===== src/rtl/apb_reg_slave.sv =====
// ---------------------------------------------------------------------------
// apb_reg_slave
//
// APB slave with sixteen 8-bit registers:
//   0..11  read/write storage, reset to RST_VAL
//   12     ID      (read-only, returns ID_VAL)
//   13     WCNT    (read-only, count of good writes, wraps at 256)
//   14     ECNT    (read-only, count of writes to read-only regs, saturates)
//   15     LASTERR (read-only, {4'b0, address of last erroring write})
// Reads never error.  A write to 12..15 completes with pslverr=1 and
// leaves storage alone.
//
// Optional feature: define APB_REG_SLAVE_WAIT_EN to insert exactly one
// wait cycle (pready=0) at the start of every access phase.  Without it
// every access completes in its first access cycle.
//
// Handshake: a transfer starts with a setup cycle (psel=1, penable=0)
// seen in IDLE.  It completes on the rising edge where pready=1 while
// psel=penable=1.  pready, pslverr and prdata are combinational and are
// only meaningful (non-zero) in that completing cycle.
//
// Ports:
//   pclk     in   clock, all state updates on the rising edge
//   presetn  in   asynchronous active-low reset
//   psel     in   slave select
//   penable  in   access-phase indicator
//   pwrite   in   1 = write, 0 = read
//   paddr    in   [3:0] register index
//   pwdata   in   [7:0] write data
//   prdata   out  [7:0] read data, 8'h00 unless pready=1
//   pready   out  transfer completes this cycle
//   pslverr  out  transfer error, only ever 1 together with pready
// ---------------------------------------------------------------------------
module apb_reg_slave #(
    parameter logic [7:0] ID_VAL  = 8'hA5,
    parameter logic [7:0] RST_VAL = 8'h00
) (
    input  logic       pclk,
    input  logic       presetn,
    input  logic       psel,
    input  logic       penable,
    input  logic       pwrite,
    input  logic [3:0] paddr,
    input  logic [7:0] pwdata,
    output logic [7:0] prdata,
    output logic       pready,
    output logic       pslverr
);

    typedef enum logic [1:0] {
        IDLE   = 2'd0,
        WAIT   = 2'd1,
        ACCESS = 2'd2
    } state_t;

    // State entered from a setup phase.
`ifdef APB_REG_SLAVE_WAIT_EN
    localparam state_t FIRST_STATE = WAIT;
`else
    localparam state_t FIRST_STATE = ACCESS;
`endif

    state_t     state;
    logic [7:0] regs [0:11];
    logic [7:0] wcnt;
    logic [7:0] ecnt;
    logic [3:0] lasterr;

    logic       setup_phase;
    logic       access_phase;
    logic       completing;
    logic       ro_addr;
    logic       wr_ok;
    logic       wr_err;
    logic [7:0] rd_val;

    assign setup_phase  = psel & ~penable;
    assign access_phase = psel & penable;
    assign ro_addr      = (paddr >= 4'd12);

    // Completion is only possible in ACCESS; penable seen in IDLE without
    // a preceding setup never reaches here, so it has no effect.
    assign completing = (state == ACCESS) & access_phase;
    assign wr_ok      = completing & pwrite & ~ro_addr;
    assign wr_err     = completing & pwrite & ro_addr;

    assign pready  = completing;
    assign pslverr = wr_err;

    // Read mux works off current register contents, so a read right after
    // a counter update already sees the new value.
    always_comb begin
        rd_val = 8'h00;
        case (paddr)
            4'd12:   rd_val = ID_VAL;
            4'd13:   rd_val = wcnt;
            4'd14:   rd_val = ecnt;
            4'd15:   rd_val = {4'b0000, lasterr};
            default: rd_val = regs[paddr];
        endcase
    end

    assign prdata = completing ? rd_val : 8'h00;

    always_ff @(posedge pclk or negedge presetn) begin
        if (!presetn) begin
            state   <= IDLE;
            wcnt    <= 8'h00;
            ecnt    <= 8'h00;
            lasterr <= 4'h0;
            for (int i = 0; i < 12; i++) begin
                regs[i] <= RST_VAL;
            end
        end else begin
            case (state)
                IDLE: begin
                    if (setup_phase) begin
                        state <= FIRST_STATE;
                    end
                end
                WAIT: begin
                    // Anything other than a proper access phase (psel
                    // dropped, or penable still low) abandons the transfer.
                    if (access_phase) begin
                        state <= ACCESS;
                    end else begin
                        state <= IDLE;
                    end
                end
                ACCESS: begin
                    // Either the transfer completes or it was abandoned;
                    // both return to IDLE, which also accepts an immediate
                    // back-to-back setup on the next cycle.
                    state <= IDLE;
                end
                default: state <= IDLE;
            endcase

            if (wr_ok) begin
                regs[paddr] <= pwdata;
                wcnt        <= wcnt + 8'd1;
            end

            if (wr_err) begin
                if (ecnt != 8'hFF) begin
                    ecnt <= ecnt + 8'd1;
                end
                lasterr <= paddr;
            end
        end
    end

endmodule


===== config.mk =====
export PLATFORM = sky130hd
export DESIGN_NAME = apb_reg_slave
export DESIGN_NICKNAME = d
export VERILOG_FILES = /design/src/rtl/apb_reg_slave.sv
export SDC_FILE = /design/constraint.sdc
export NUM_CORES = 1
export LEC_CHECK = 0
export ABC_CLOCK_PERIOD_IN_PS = 2400
export CORE_UTILIZATION = 45
export DETAILED_ROUTE_END_ITERATION = 10
export PLACE_DENSITY = 0.58
export SYNTH_ARGS = -nofsm -noshare
export SYNTH_HDL_FRONTEND = slang
export SYNTH_SLANG_ARGS = --single-unit

===== constraint.sdc =====
create_clock -name pclk -period 2.4 [get_ports pclk]
set_input_delay 0.36 -clock pclk [delete_from_list [all_inputs] [get_ports pclk]]
set_output_delay 0.36 -clock pclk [all_outputs]
set_load 0.05 [all_outputs]

==> out/qor.csv <==
metric,value,unit
critical path type,reg2out,
Critical Path RT,2040,ps
clk_lat worst skew,410,ps
Post-Route Skew,3.05,ps
Peak VDD IR,413,uV
clock root buffer,clkbuf_16,
cell with the most instances after synthesis,dfrtp_1,
HPWL after DPL,9.08,mm
Crit-path slowest cell,mux4_2,
DP Worst Slack,-14.5,ps
Final Slew Violations,0,
vias in the first global route,3798,
top cell type's share of synthesized area,0.524,
fin crit period,2400,ps
final count of hold timing violations,0,
first-pass GRT wire length,21.5,mm
DRC Markers,0,
outcome,"complete, but fails checks",
ANT cells,0,
most frequent cells after synthesis,"117 x dfrtp_1, 98 x mux2_2, 22 x mux4_2",
sequential area share after synthesis,0.524,
fin nets,475,
Synth Instances,391,
fin crit share,1.00,
fin util,0.598,
Critical Path Start Type,flip-flop,
GRT overflow,0,
PwrDens,758,mW/mm^2
initial antenna violation count,0,
Post-synth top flop,dfrtp_1,
failing checks,setup timing,
worst-path maximum fanout,2,
number of synthesized flops with an enable pin,0,
routed len/inst,20.2,um
Clock Pin Slew Worst Setup and Hold Paths,60,ps
largest net degree at the start of global routing,42,
Synth-to-Final Area Change,29.2,%
crit path DAT,2040,ps
Placed Area,0.00643,mm^2
LEAKAGE,0.00337,uW
Async SR Flop Fraction,1.00,
CP bufs+invs,1,
hold crit path type,in2async,
max incr delay on CP,520,ps
synthesized area per cell,14.3,um^2
syn_nets,410,
hold_ws,468,ps
crit end category,output pin,
drt first pass iters,4,
gpl congestion,0.773,
clk buf depth,2,
Core Box Area,0.0121,mm^2
Num CTS Buffers,17,
cell row count,40,
Synth Register Bits,117,
Clock Sinks,117,
"Cell Chain, Critical Path","mux4_2, mux2_4, o22ai_4, nor3_2, buf_6",
cell area after layout,0.00722,mm^2
Synth area leader,dfrtp_1,
Ys Warns,0,
CTS tree,yes,
share of layout cells above drive strength 1,0.527,
f_max,416,MHz
Starting Density,0.463,
Total Wirelength,12.8,mm
Worst Tran Pin Value,564,ps
Setup Viol. Count Final,1,
Die X,113,um
H-tree depth,4,
IO buf count,26,
Top Family by Delay on Critical Path,multiplexers,
Overall Global Routing Usage,0.226,
vias per std cell,5.51,
Chip Height,113,um
Post-Syn Area,0.00558,mm^2
RSZ-0062 raised after global routing,yes,
Slew Limit Headroom,0.623,
Unique masters post-synth,38,
max-cap violations,0,
Vias,3509,
Final WS setup,-1.21,ps
DRT iter0 DRCs,195,
die area,0.0129,mm^2
post-route ant nets,0,
Post-CTS Setup Bufs,0,
I/O pin count,27,
Area contributors post-synth,"dfrtp_1 52%, mux2_2 20%, mux4_2 8.9%, mux2_4 2.2%, xnor2_1 1.7%",
## power breakdown
part | leakage, uW | internal, uW | switching (uW)
logic | 0.00146 | 231 | 229
registers | 0.00161 | 2080 | 80.4
clock network | 0.000313 | 1940 | 906
total | 0.00337 | 4250 | 1220
## state kept, by name, indices dropped and copies added, names as in the netlist
name,count
regs,96
lasterr,4
wcnt,8
ecnt,8
state,1
## kinds of logic (layout without fill, tap and decap cells)
group | after synthesis | in the layout | share of synthesized area
multiplexers | 136 | 136 | 0.322
XOR/XNOR | 13 | 13 | 0.0204
buffers and inverters | 30 | 108 | 0.0244
AO/OA/AOI/OAI | 27 | 27 | 0.0336
adder cells (fa/ha/maj) | 2 | 2 | 0.00448
flip-flops | 117 | 117 | 0.524
AND/OR/NAND/NOR | 66 | 66 | 0.0706
## what timing repair did
item	in CTS	in global routing
setup endpoints to repair	5	8
cloned	0	0
resized for setup	7	17
pin swaps	1	2
hold buffers	1	0
hold endpoints to repair	36	0
## through the flow
step,TNS [ps],cells,total power (uW)
floorplan,-91.5,391,2430
global placement,-4.17,604,2620
detailed placement,-27.6,604,2630
CTS,-47.6,637,5510
global route,-70.5,637,5670
finish,-1.21,637,5470
## routing by layer
layer,vias to the layer above,part of all wire,track usage
li1,1583,-,-
met1,1845,0.46,0.298
met2,58,0.48,0.364
met3,23,0.031,0.0489
met4,0,0.021,0.0974
met5,-,0,0
## cells in the final DEF, fill, tap and decap left out, drive strengths merged, types with 4 or more instances in the layout
cell type / n
dfrtp: 117
mux2: 106
buf: 56
mux4: 22
clkbuf: 20
clkdlybuf4s50: 13
xnor2: 11
nor2: 11
nor3: 11
mux2i: 8
nand2: 8
a211oi: 8
nand4: 7
bufinv: 6
inv: 5
nand2b: 5
or3: 5
o21ai: 4
and3: 4
o22ai: 4
and2: 4
clkinv: 4
## final cells by class
cell class	count	area, um^2
clock inverters	13	230
inverters	5	18.8
fillers	941	4840
flip-flops and latches	117	2930
repair buffers	71	744
clock buffers	19	433
multi-input cells	244	2650
well taps	168	210
## worst paths after layout
| path | from | to | slack [ps] | cells past startpoint |
|---|---|---|---|---|
| worst min register to register | lasterr[3] | lasterr[3] | 470 | 1 |
| worst max-delay path | regs[5] | prdata[5] | -1 | 5 |
| worst min-delay path | presetn | ecnt[4] | 470 | 2 |
| max in group asynchronous | presetn | regs[55] | 1240 | 3 |
| min in group pclk | lasterr[3] | lasterr[3] | 470 | 1 |
| worst max register to register | state[1] | regs[92] | 530 | 5 |
Note: power is estimated with default switching activity, not from simulation.
